[src/rtl/iqdemap_ctrl.sv]
// iqdemap_ctrl: per-symbol carrier reader for the QPSK demapper.
// Reads one symbol from RAM, strips pilot/TMCC carriers, streams data through a 1-entry skid.
module iqdemap_ctrl #(
  parameter int unsigned W    = 11,
  parameter int unsigned NCAR = 432,
  parameter int unsigned AW   = 9
) (
  input  logic                CLK,
  input  logic                RST,
  input  logic                sym_start,
  output logic                rd_en,
  output logic [AW-1:0]       rd_addr,
  input  logic [2*W:0]        rd_data,
  input  logic                stall_i,
  output logic                valid_o,
  output logic signed [W-1:0] ar_o,
  output logic signed [W-1:0] ai_o,
  output logic                sym_done,
  output logic [AW:0]         data_cnt,
  output logic                overrun
);

  localparam int unsigned   DW        = 2 * W;
  localparam int unsigned   CW        = AW + 1;
  localparam logic [AW-1:0] LAST_ADDR = AW'(NCAR - 1);

  typedef enum logic [1:0] {IDLE, READ, DRAIN, DONE} state_e;

  state_e        state_q, state_d;
  logic [AW-1:0] addr_q, addr_d;
  logic          rvalid_q, rvalid_d;
  logic          out_v_q, out_v_d;
  logic [DW-1:0] out_q, out_d;
  logic          skid_v_q, skid_v_d;
  logic [DW-1:0] skid_q, skid_d;
  logic [CW-1:0] cnt_q, cnt_d;
  logic [CW-1:0] dcnt_q, dcnt_d;
  logic          done_q, done_d;
  logic          ovr_q, ovr_d;
  logic          xfer, out_free, rin, rd_issue;

  // Next-state, output register and skid steering
  always_comb begin
    state_d  = state_q;
    addr_d   = addr_q;
    out_v_d  = out_v_q;
    out_d    = out_q;
    skid_v_d = skid_v_q;
    skid_d   = skid_q;
    cnt_d    = cnt_q;
    dcnt_d   = dcnt_q;
    done_d   = 1'b0;
    ovr_d    = ovr_q;
    rd_issue = 1'b0;

    xfer     = out_v_q & ~stall_i;
    out_free = ~out_v_q | xfer;
    rin      = rvalid_q & ~rd_data[DW];

    if (xfer) begin
      out_v_d = 1'b0;
      cnt_d   = cnt_q + CW'(1);
    end
    if (skid_v_q && out_free) begin
      out_d    = skid_q;
      out_v_d  = 1'b1;
      skid_v_d = 1'b0;
    end
    if (rin) begin
      if (!skid_v_q && out_free) begin
        out_d   = rd_data[DW-1:0];
        out_v_d = 1'b1;
      end else begin
        skid_d   = rd_data[DW-1:0];
        skid_v_d = 1'b1;
      end
    end

    if (sym_start && state_q != IDLE) ovr_d = 1'b1;

    case (state_q)
      IDLE: begin
        if (sym_start) begin
          state_d = READ;
          addr_d  = '0;
          cnt_d   = '0;
        end
      end
      READ: begin
        // Read strobe is combinational: a read goes out only when the skid will be
        // empty after this edge, so its data always has a slot one cycle later.
        rd_issue = ~skid_v_d;
        if (rd_issue) begin
          if (addr_q == LAST_ADDR) state_d = DRAIN;
          else                     addr_d  = addr_q + AW'(1);
        end
      end
      DRAIN: begin
        if (!rvalid_q && !skid_v_q && !out_v_q) begin
          state_d = DONE;
          done_d  = 1'b1;
          dcnt_d  = cnt_q;
        end
      end
      DONE:    state_d = IDLE;
      default: state_d = IDLE;
    endcase

    rvalid_d = rd_issue;
  end

  // State and datapath registers
  always_ff @(posedge CLK) begin
    if (RST) begin
      state_q  <= IDLE;
      addr_q   <= '0;
      rvalid_q <= 1'b0;
      out_v_q  <= 1'b0;
      out_q    <= '0;
      skid_v_q <= 1'b0;
      skid_q   <= '0;
      cnt_q    <= '0;
      dcnt_q   <= '0;
      done_q   <= 1'b0;
      ovr_q    <= 1'b0;
    end else begin
      state_q  <= state_d;
      addr_q   <= addr_d;
      rvalid_q <= rvalid_d;
      out_v_q  <= out_v_d;
      out_q    <= out_d;
      skid_v_q <= skid_v_d;
      skid_q   <= skid_d;
      cnt_q    <= cnt_d;
      dcnt_q   <= dcnt_d;
      done_q   <= done_d;
      ovr_q    <= ovr_d;
    end
  end

  assign rd_en    = rd_issue;
  assign rd_addr  = addr_q;
  assign valid_o  = out_v_q;
  assign ar_o     = out_q[DW-1:W];
  assign ai_o     = out_q[W-1:0];
  assign sym_done = done_q;
  assign data_cnt = dcnt_q;
  assign overrun  = ovr_q;

endmodule
[config.mk]
export PLATFORM = sky130hd
export DESIGN_NAME = iqdemap_ctrl
export DESIGN_NICKNAME = d
export VERILOG_FILES = /design/src/rtl/iqdemap_ctrl.sv
export SDC_FILE = /design/constraint.sdc
export NUM_CORES = 1
export LEC_CHECK = 0
export ABC_AREA = 1
export BUFFER_PORTS_ARGS = -buffer_cell sky130_fd_sc_hd__buf_2
export CAP_MARGIN = 20
export CORE_UTILIZATION = 51
export CTS_BUF_LIST = sky130_fd_sc_hd__clkbuf_2 sky130_fd_sc_hd__clkbuf_4 sky130_fd_sc_hd__clkbuf_8
export DETAILED_ROUTE_END_ITERATION = 8
export PLACE_DENSITY = 0.85
export SETUP_SLACK_MARGIN = 0.02
export SLEW_MARGIN = 10
export SYNTH_ARGS = -nofsm -noshare
export SYNTH_HDL_FRONTEND = slang
export SYNTH_SLANG_ARGS = --single-unit
[constraint.sdc]
create_clock -name CLK -period 3.24 [get_ports CLK]
set_clock_uncertainty 0.2 [all_clocks]
set_input_delay 0.162 -clock CLK [delete_from_list [all_inputs] [get_ports CLK]]
set_output_delay 0.162 -clock CLK [all_outputs]
set_load 0.01 [all_outputs]
# == Yosys cells after proc, flatten, opt, wreduce, memory -nomap -nowiden ==
# Cells that the tools add are included.
# W data, S select, Z words.
# op_classes
n_addsub,2
n_eq_ne,9
mux,24
n_bitwise,9
n_reduce_logical,16
# op_table
cell,count
$mux W22,3
$mux W10,3
$mux W9,3
$pmux W9 S2,1
$add A10 B1 Y10 const B,1
$ne A2 B2 Y1 const B,5
$add A9 B1 Y9 const B,1
$eq A9 B9 Y1 const B,1
$mux W1,9
$mux W2,4
$pmux W2 S4,1
$reduce_and A4 Y1,2
$not A1 Y1,6
$logic_and A1 B1 Y1,5
$eq A2 B2 Y1 const B,2
$reduce_and A2 Y1,2
$reduce_bool A2 Y1,2
$logic_not A1 Y1,3
$and A1 B1 Y1,2
$eq A2 B1 Y1 const B,1
$logic_not A2 Y1,1
$reduce_or A2 Y1,1
$or A1 B1 Y1,1
# totals
regBits,80
out_inout_bits,45
word_cells,71

# == Depth between registers and ports, before layout ==
# Gate-level depths: netlist (run 1).
# depth
ltp_word,9
mapped_depth,11
depth_no_buf,10

# == Worst setup path before layout (run 1) ==
# No wires, ideal clock.
# synth_path
path_kind,reg-to-reg
from,"reg addr_q[0], in the netlist rd_addr[0]"
to,reg state_q[0]
setup_ps,113
t_arrival_ps,1334
required_time_ps,2927
path_slack_ps,1593
stages_incl_launch_ff,11
period_less_slack_ps,1647
cell_sequence,dfxtp_1 > ha_1 > nand3_2 > nor2_1 > nand2_1 > nand2_1 > nand2_1 > nor2_2 > nand2_1 > nand2_1 > nor2_1
# synth_between
elab_chain_cells,3
# synth_lines
item,line_no,rtl
start: declaration,30,"logic [AW-1:0] addr_q, addr_d;"
start signal: assignment,128,addr_q <= addr_d;
$eq A9 B9 Y1,94,if (addr_q == LAST_ADDR) state_d = DRAIN;
$ne A2 B2 Y1 (no source line),n/a,
$reduce_and A4 Y1 (no source line),n/a,
end signal: assignment,127,state_q <= state_d;
end: declaration,29,"state_e state_q, state_d;"
# No other way between the ends.
# A chain may end at the register's enable or synchronous reset.

# == Final worst setup path (run 1) ==
# layout_path
from,in stall_i
to,reg out_q[12]
# layout_between
elab_chain_cells,7
word_cells_on_any_way,8
cone_classes,mux: 3; bitwise: 3; reduce/logical: 2
# layout_lines
item,line_no,rtl
start: declaration,14,"input logic stall_i,"
$not A1 Y1 *,56,xfer = out_v_q & ~stall_i;
$and A1 B1 Y1 *,56,
$or A1 B1 Y1 *,57,out_free = ~out_v_q | xfer;
$logic_and A1 B1 Y1,64,if (skid_v_q && out_free) begin
$mux W22,64,
$mux W22,70,if (!skid_v_q && out_free) begin
$mux W22 *,69,if (rin) begin
end signal: assignment,131,out_q <= out_d;
end: declaration,33,"logic [DW-1:0] out_q, out_d;"
# Every way passes the cells marked *; elsewhere a longest branch is shown, timed or not.

==> flow_summary.json, run 1 <==
{
  "status": "complete, but fails checks",
  "violations": "design-rule violations",
  "wire_per_inst_um": 12.60,
  "ir_worst_vdd_mv": 0.3466,
  "root_buffer": "clkbuf_8",
  "cts_tree": "done",
  "synth.area.top_cells": "dfxtp_1, nor2_1, nand2_1",
  "clkSinkCount": 80,
  "core.rowCount": 29,
  "drt_iter0_drc": 210,
  "dp_slack_ns": 1.048,
  "end_kind": "register",
  "overflow": 0,
  "clkPwrFrac_pct": 24.7,
  "fmax_mhz": 423.9,
  "via_per_inst": 5.285,
  "syn_area_mm2": 0.003508,
  "ant_nets": 0,
  "die_w_um": 84.94,
  "setup_ws_ns": 0.8812,
  "r2r_end": "out_q[12]$_SDFF_PP0_",
  "grt_pass1_vias": 3053,
  "crit_fanout": 44,
  "final_common_cell": "nor2_1",
  "cp_top_family": "simple AND/OR/NAND/NOR gates",
  "cp_data_arrival_time_ns": 2.34,
  "setup_violations": 0,
  "grtUsageTotal_pct": 23.17,
  "clock_latency_ns": 0.35,
  "final_hold_viol_count": 0,
  "grt_setup_unrepaired": "false",
  "numPortBuffers": 71,
  "hold_path_end": "data_cnt[5]$_SDFFE_PP0P_",
  "numCtsBuffers": 9,
  "syn_inst": 483,
  "dr.pass1.iters": 7,
  "whs_ns": 0.2452,
  "syn-num-nets": 516,
  "power.density_mw_per_mm2": 590.8,
  "synth-main-ff-cell": "dfxtp_1",
  "drv_slew": 0,
  "drc_errors": 7,
  "period_share_pct": 72.80,
  "ys_seq_elements": 80,
  "criticalPathCategory": "in -> reg",
  "ctsHtreeMaxLevel": 3,
  "synth-simple-area-share_pct": 27.25,
  "reg2reg_depth": 4,
  "wl_um": 8178,
  "internal_power_mw": 1.659,
  "yosysTopAreaCellShare_pct": 45.65,
  "io_pins": 72,
  "antenna_found_initial": 0,
  "switchingPower_uw": 883.2,
  "synth_edf_count": 0,
  "drive_gt1_share_pct": 18.53,
  "fin_crit_ns": 2.359,
  "clockBufferDepth": 2,
  "slowest_stage": "nand3_2",
  "gp_congestion": 0.8542,
  "cap_violations": 0,
  "synth_compound_area_share_pct": 16.73,
  "clkSlewWorstSetupHoldPaths_ns": 0.08,
  "path_cells": "dlygate4sd3_1 -> buf_2 -> nand2_2 -> nand3_2 -> o21ai_0 -> a31oi_1",
  "synthAdderAreaFrac_pct": 2.140,
  "final_cell_mix": "nor2_1, nand2_1, dfxtp_1",
  "p_seq_share_pct": 45.8,
  "core_mm2": 0.006495,
  "hp-class": "reg -> reg",
  "worstMarginPinSlew_ns": 0.7376,
  "timing.slew.headroom_pct": 50.68,
  "max_stage_delay_ns": 0.65,
  "n_antenna_cell": 0,
  "vias": 3430,
  "fin_util_pct": 66.25,
  "ys_seq_area_share_pct": 45.65,
  "syn2layout_area_growth_pct": 22.65,
  "die-height_um": 84.94,
  "p_leak_nw": 1.775,
  "synth_top_family_by_area": "simple AND/OR/NAND/NOR gates",
  "yosys.area.top_type": "dfxtp_1",
  "crit_required_ns": 3.22,
  "sw_frac_of_total_pct": 34.74,
  "setup-tns-final_ns": 0,
  "initial_core_util_pct": 54.02,
  "place_hpwl_um": 5391,
  "start_kind": "input pin",
  "syn_area_per_cell_um2": 7.264,
  "muxShareOfSynthArea_pct": 0,
  "worstHoldPathCells": 2,
  "rrSetupSlack_ns": 0.99,
  "synth_cell_types": 28,
  "die-area_mm2": 0.007215,
  "post_cts_buffers": 0,
  "grt_pass1_wl_um": 13370,
  "combinationalPowerShare_pct": 29.5,
  "min_from": "data_cnt[5]$_SDFFE_PP0P_",
  "critical_path_buf_inv_count": 2,
  "synth_xor_area_share_pct": 1.248,
  "yosysWarnings": 0,
  "nets": 602,
  "grt_max_degree": 45,
  "worstReg2RegStart": "valid_o$_SDFF_PP0_",
  "async_flop_share_pct": 0
}
synthesized netlist by cell type (2+ instances only):
cell      instances
buf_2             6
o21bai_1          2
nand2_4           2
nor2_1           86
clkbuf_1         18
xnor2_1           3
nor2_2            2
a21oi_1          25
a31oi_1          23
nand3_1          29
inv_1            36
inv_2             2
xor2_1            2
nand3_2           2
o21ai_0          56
ha_1              6
nor2_4            2
nand2_1          82
nand2_2           8
nand3b_1          2
o21ai_1           3
dfxtp_1          80
worst register-to-register path: cells and delay by family, from the launching register on:
family | cells | cell delay [ns]
compound gates | 2 | 0.50
flops | 1 | 0.36
simple gates | 2 | 1.03
area by class of cell:
class	count	area (um^2)
clock buffers	10	137.6
clock inverters	4	22.52
fillers	548	2192
inverters	38	142.6
multi-input cells	340	1662
flip-flops and latches	80	1602
well taps	77	96.34
repair buffers	100	640.6
registers in the layout, indices dropped and copies added (netlist names):
name,flops
valid_o,1
skid_v_q,1
rd_addr,9
data_cnt,10
skid_q,22
cnt_q,10
overrun,1
rvalid_q,1
sym_done,1
state_q,2
out_q,22
layer usage:
metal	share of wire, %	global-route usage [%]
met4	2.6	11.71
met2	48	39.44
met1	44	27.93
met3	5.4	4.475
met5	0	0
worst max-delay path by stage:
| stage | end | depth (start not counted) | start | slack (ns) |
|---|---|---|---|---|
| after floorplan | state_q[0]$_SDFFE_PP0P_ | 10 | rd_addr[0]$_SDFFE_PP0P_ | 1.59 |
| after global placement | skid_q[5]$_SDFFE_PP0P_ | 6 | valid_o$_SDFF_PP0_ | 1.17 |
| after detailed placement | out_q[12]$_SDFF_PP0_ | 4 | valid_o$_SDFF_PP0_ | 1.05 |
| after CTS | rd_en | 8 | stall_i | 0.91 |
| after global routing | out_q[9]$_SDFF_PP0_ | 6 | stall_i | 0.74 |
| final | out_q[12]$_SDFF_PP0_ | 6 | stall_i | 0.88 |
through the flow:
step / power [mW] / cells / area (um^2)
after floorplan: 1.675 / 483 / 3508
after global placement: 1.865 / 608 / 3872
after detailed placement: 1.901 / 608 / 3872
after CTS: 2.551 / 649 / 4303
after global routing: 2.693 / 649 / 4303
final: 2.542 / 649 / 4303
power groups by stage:
stage	combinational [mW]	clock, mW	sequential [mW]
finish	0.749	0.628	1.17
global route	0.838	0.674	1.18
CTS	0.747	0.639	1.16
detailed placement	0.715	0	1.19
global placement	0.684	0	1.18
floorplan	0.452	0	1.22
repair_timing:
action | 4_1_cts | 5_1_grt
hold endpoints to repair | 56 | 0
hold buffers | 27 | 0
resized for setup | 0 | 0
kinds of logic after synthesis:
| kind of cell | Yosys count |
|---|---|
| compound gates | 110 |
| xor+xnor | 5 |
| fa+ha+maj | 6 |
| buf+inv | 63 |
| flops | 80 |
| simple gates | 219 |
(Power assumes the default switching activity.)
==> run 2, diff against run 1 <==
Settings changed: PLACE_DENSITY 0.85 to 0.88.
Clock period 3.24 ns to 2 ns, I/O delays scaled along.
==> flow_summary.json, run 2 (synthesis gave the netlist of run 1 again) <==
{
  "numPortBuffers": 71,
  "fmax_mhz": 542.0,
  "syn2layout_area_growth_pct": 25.32,
  "period_share_pct": 92.25,
  "dp_slack_ns": 0.1767,
  "wire_per_inst_um": 12.41,
  "cp_top_family": "buffers and inverters",
  "final_common_cell": "nor2_1",
  "root_buffer": "clkbuf_8",
  "ir_worst_vdd_mv": 0.5091,
  "grt_max_degree": 45,
  "die-height_um": 84.94,
  "worstMarginPinSlew_ns": 0.4119,
  "drv_slew": 0,
  "grtUsageTotal_pct": 23.84,
  "grt_pass1_vias": 3353,
  "critical_path_buf_inv_count": 3,
  "dr.pass1.iters": 9,
  "place_hpwl_um": 5592,
  "drt_iter0_drc": 193,
  "slowest_stage": "dlygate4sd3_1",
  "gp_congestion": 0.8459,
  "hp-class": "reg -> reg",
  "criticalPathCategory": "reg -> reg",
  "core.rowCount": 29,
  "antenna_found_initial": 0,
  "grt_pass1_wl_um": 14120,
  "clkSinkCount": 80,
  "cp_data_arrival_time_ns": 1.88,
  "path_cells": "inv_1 -> ha_1 -> inv_1 -> a21oi_1 -> nor2_1 -> dlygate4sd3_1",
  "overflow": 0,
  "clockBufferDepth": 2,
  "fin_crit_ns": 1.845,
  "setup_ws_ns": 0.1551,
  "power.density_mw_per_mm2": 965.2,
  "final_cell_mix": "nor2_1, nand2_1, dfxtp_1",
  "clock_latency_ns": 0.34,
  "die_w_um": 84.94,
  "cap_violations": 0,
  "start_kind": "register",
  "ctsHtreeMaxLevel": 3,
  "fin_util_pct": 67.69,
  "vias": 3469,
  "ant_nets": 0,
  "crit_path_frequent_cell": "inv_1",
  "setup-tns-final_ns": 0,
  "clkSlewWorstSetupHoldPaths_ns": 0.08,
  "initial_core_util_pct": 54.02,
  "io_pins": 72,
  "max_stage_delay_ns": 0.55,
  "core_mm2": 0.006495,
  "status": "complete, but fails checks",
  "crit_fanout": 4,
  "wl_um": 8178,
  "violations": "design-rule violations",
  "via_per_inst": 5.264,
  "drive_gt1_share_pct": 20.45,
  "die-area_mm2": 0.007215,
  "end_kind": "register",
  "n_antenna_cell": 0,
  "numCtsBuffers": 9,
  "n_fill_cell": 535,
  "nets": 611,
  "p_leak_nw": 1.825,
  "timing.slew.headroom_pct": 72.54,
  "drc_errors": 7,
  "setup_violations": 0,
  "final_hold_viol_count": 0,
  "cts_tree": "done",
  "largestRegisters": "out_q x22, skid_q x22",
  "crit_required_ns": 2.03,
  "grt_setup_unrepaired": "false"
}
run 2: final cells by class:
type | count | area (um^2) | share of cell area, %
multi-input cells | 340 | 1667 | 37.91
flip-flops and latches | 80 | 1603 | 36.45
repair buffers | 109 | 708.2 | 16.11
clock buffers | 13 | 166.4 | 3.785
inverters | 38 | 142.6 | 3.244
well taps | 77 | 96.34 | 2.191
clock inverters | 2 | 13.76 | 0.3130
run 2: worst paths after layout:
| check | startpoint | endpoint | slack, ns | cells past startpoint |
|---|---|---|---|---|
| setup / recovery | state_q[1]$_SDFFE_PP0P_ | overrun$_SDFFE_PP0P_ | 0.16 | 6 |
| hold / removal | data_cnt[5]$_SDFFE_PP0P_ | data_cnt[5]$_SDFFE_PP0P_ | 0.24 | 2 |
| setup reg to reg | state_q[1]$_SDFFE_PP0P_ | overrun$_SDFFE_PP0P_ | 0.16 | 6 |
| hold reg to reg | data_cnt[5]$_SDFFE_PP0P_ | data_cnt[5]$_SDFFE_PP0P_ | 0.24 | 2 |
run 2: through the flow:
stage	instance area, um^2	hold WS, ns	power [mW]	instances
global route	4397	0.2661	4.508	659
floorplan	3508	-0.02321	2.714	483
global placement	3940	0.1662	3.045	617
detailed placement	3940	0.1770	3.120	617
finish	4397	0.2443	4.244	659
CTS	4390	0.2464	4.254	659
run 2: what timing repair did:
action                     in CTS  in global routing
buffers inserted                0                  0
hold endpoints to repair       58                  0
hold buffers                   27                  0
setup endpoints to repair       0                  3
resized for setup               0                  3
run 2: metal layers:
metal  global-route usage, %  wire length (um)  up-vias
met5                       0                 0        -
met3                   3.502               388       15
li1                        -                 -     1764
met4                   9.553               127        0
met2                   44.94              4170      100
met1                   26.79              3492     1590
run 2: worst min-delay path, cell delays in order (launching register included):
cell     delay, ns
dfxtp_1       0.31
inv_1         0.05
a21oi_1       0.05
run 2: power breakdown:
part | switching (mW) | internal (mW) | leakage (nW)
Combinational | 0.783 | 0.479 | 1.08
Clock | 0.552 | 0.543 | 0.0967
Sequential | 0.109 | 1.78 | 0.649
Total | 1.44 | 2.80 | 1.83
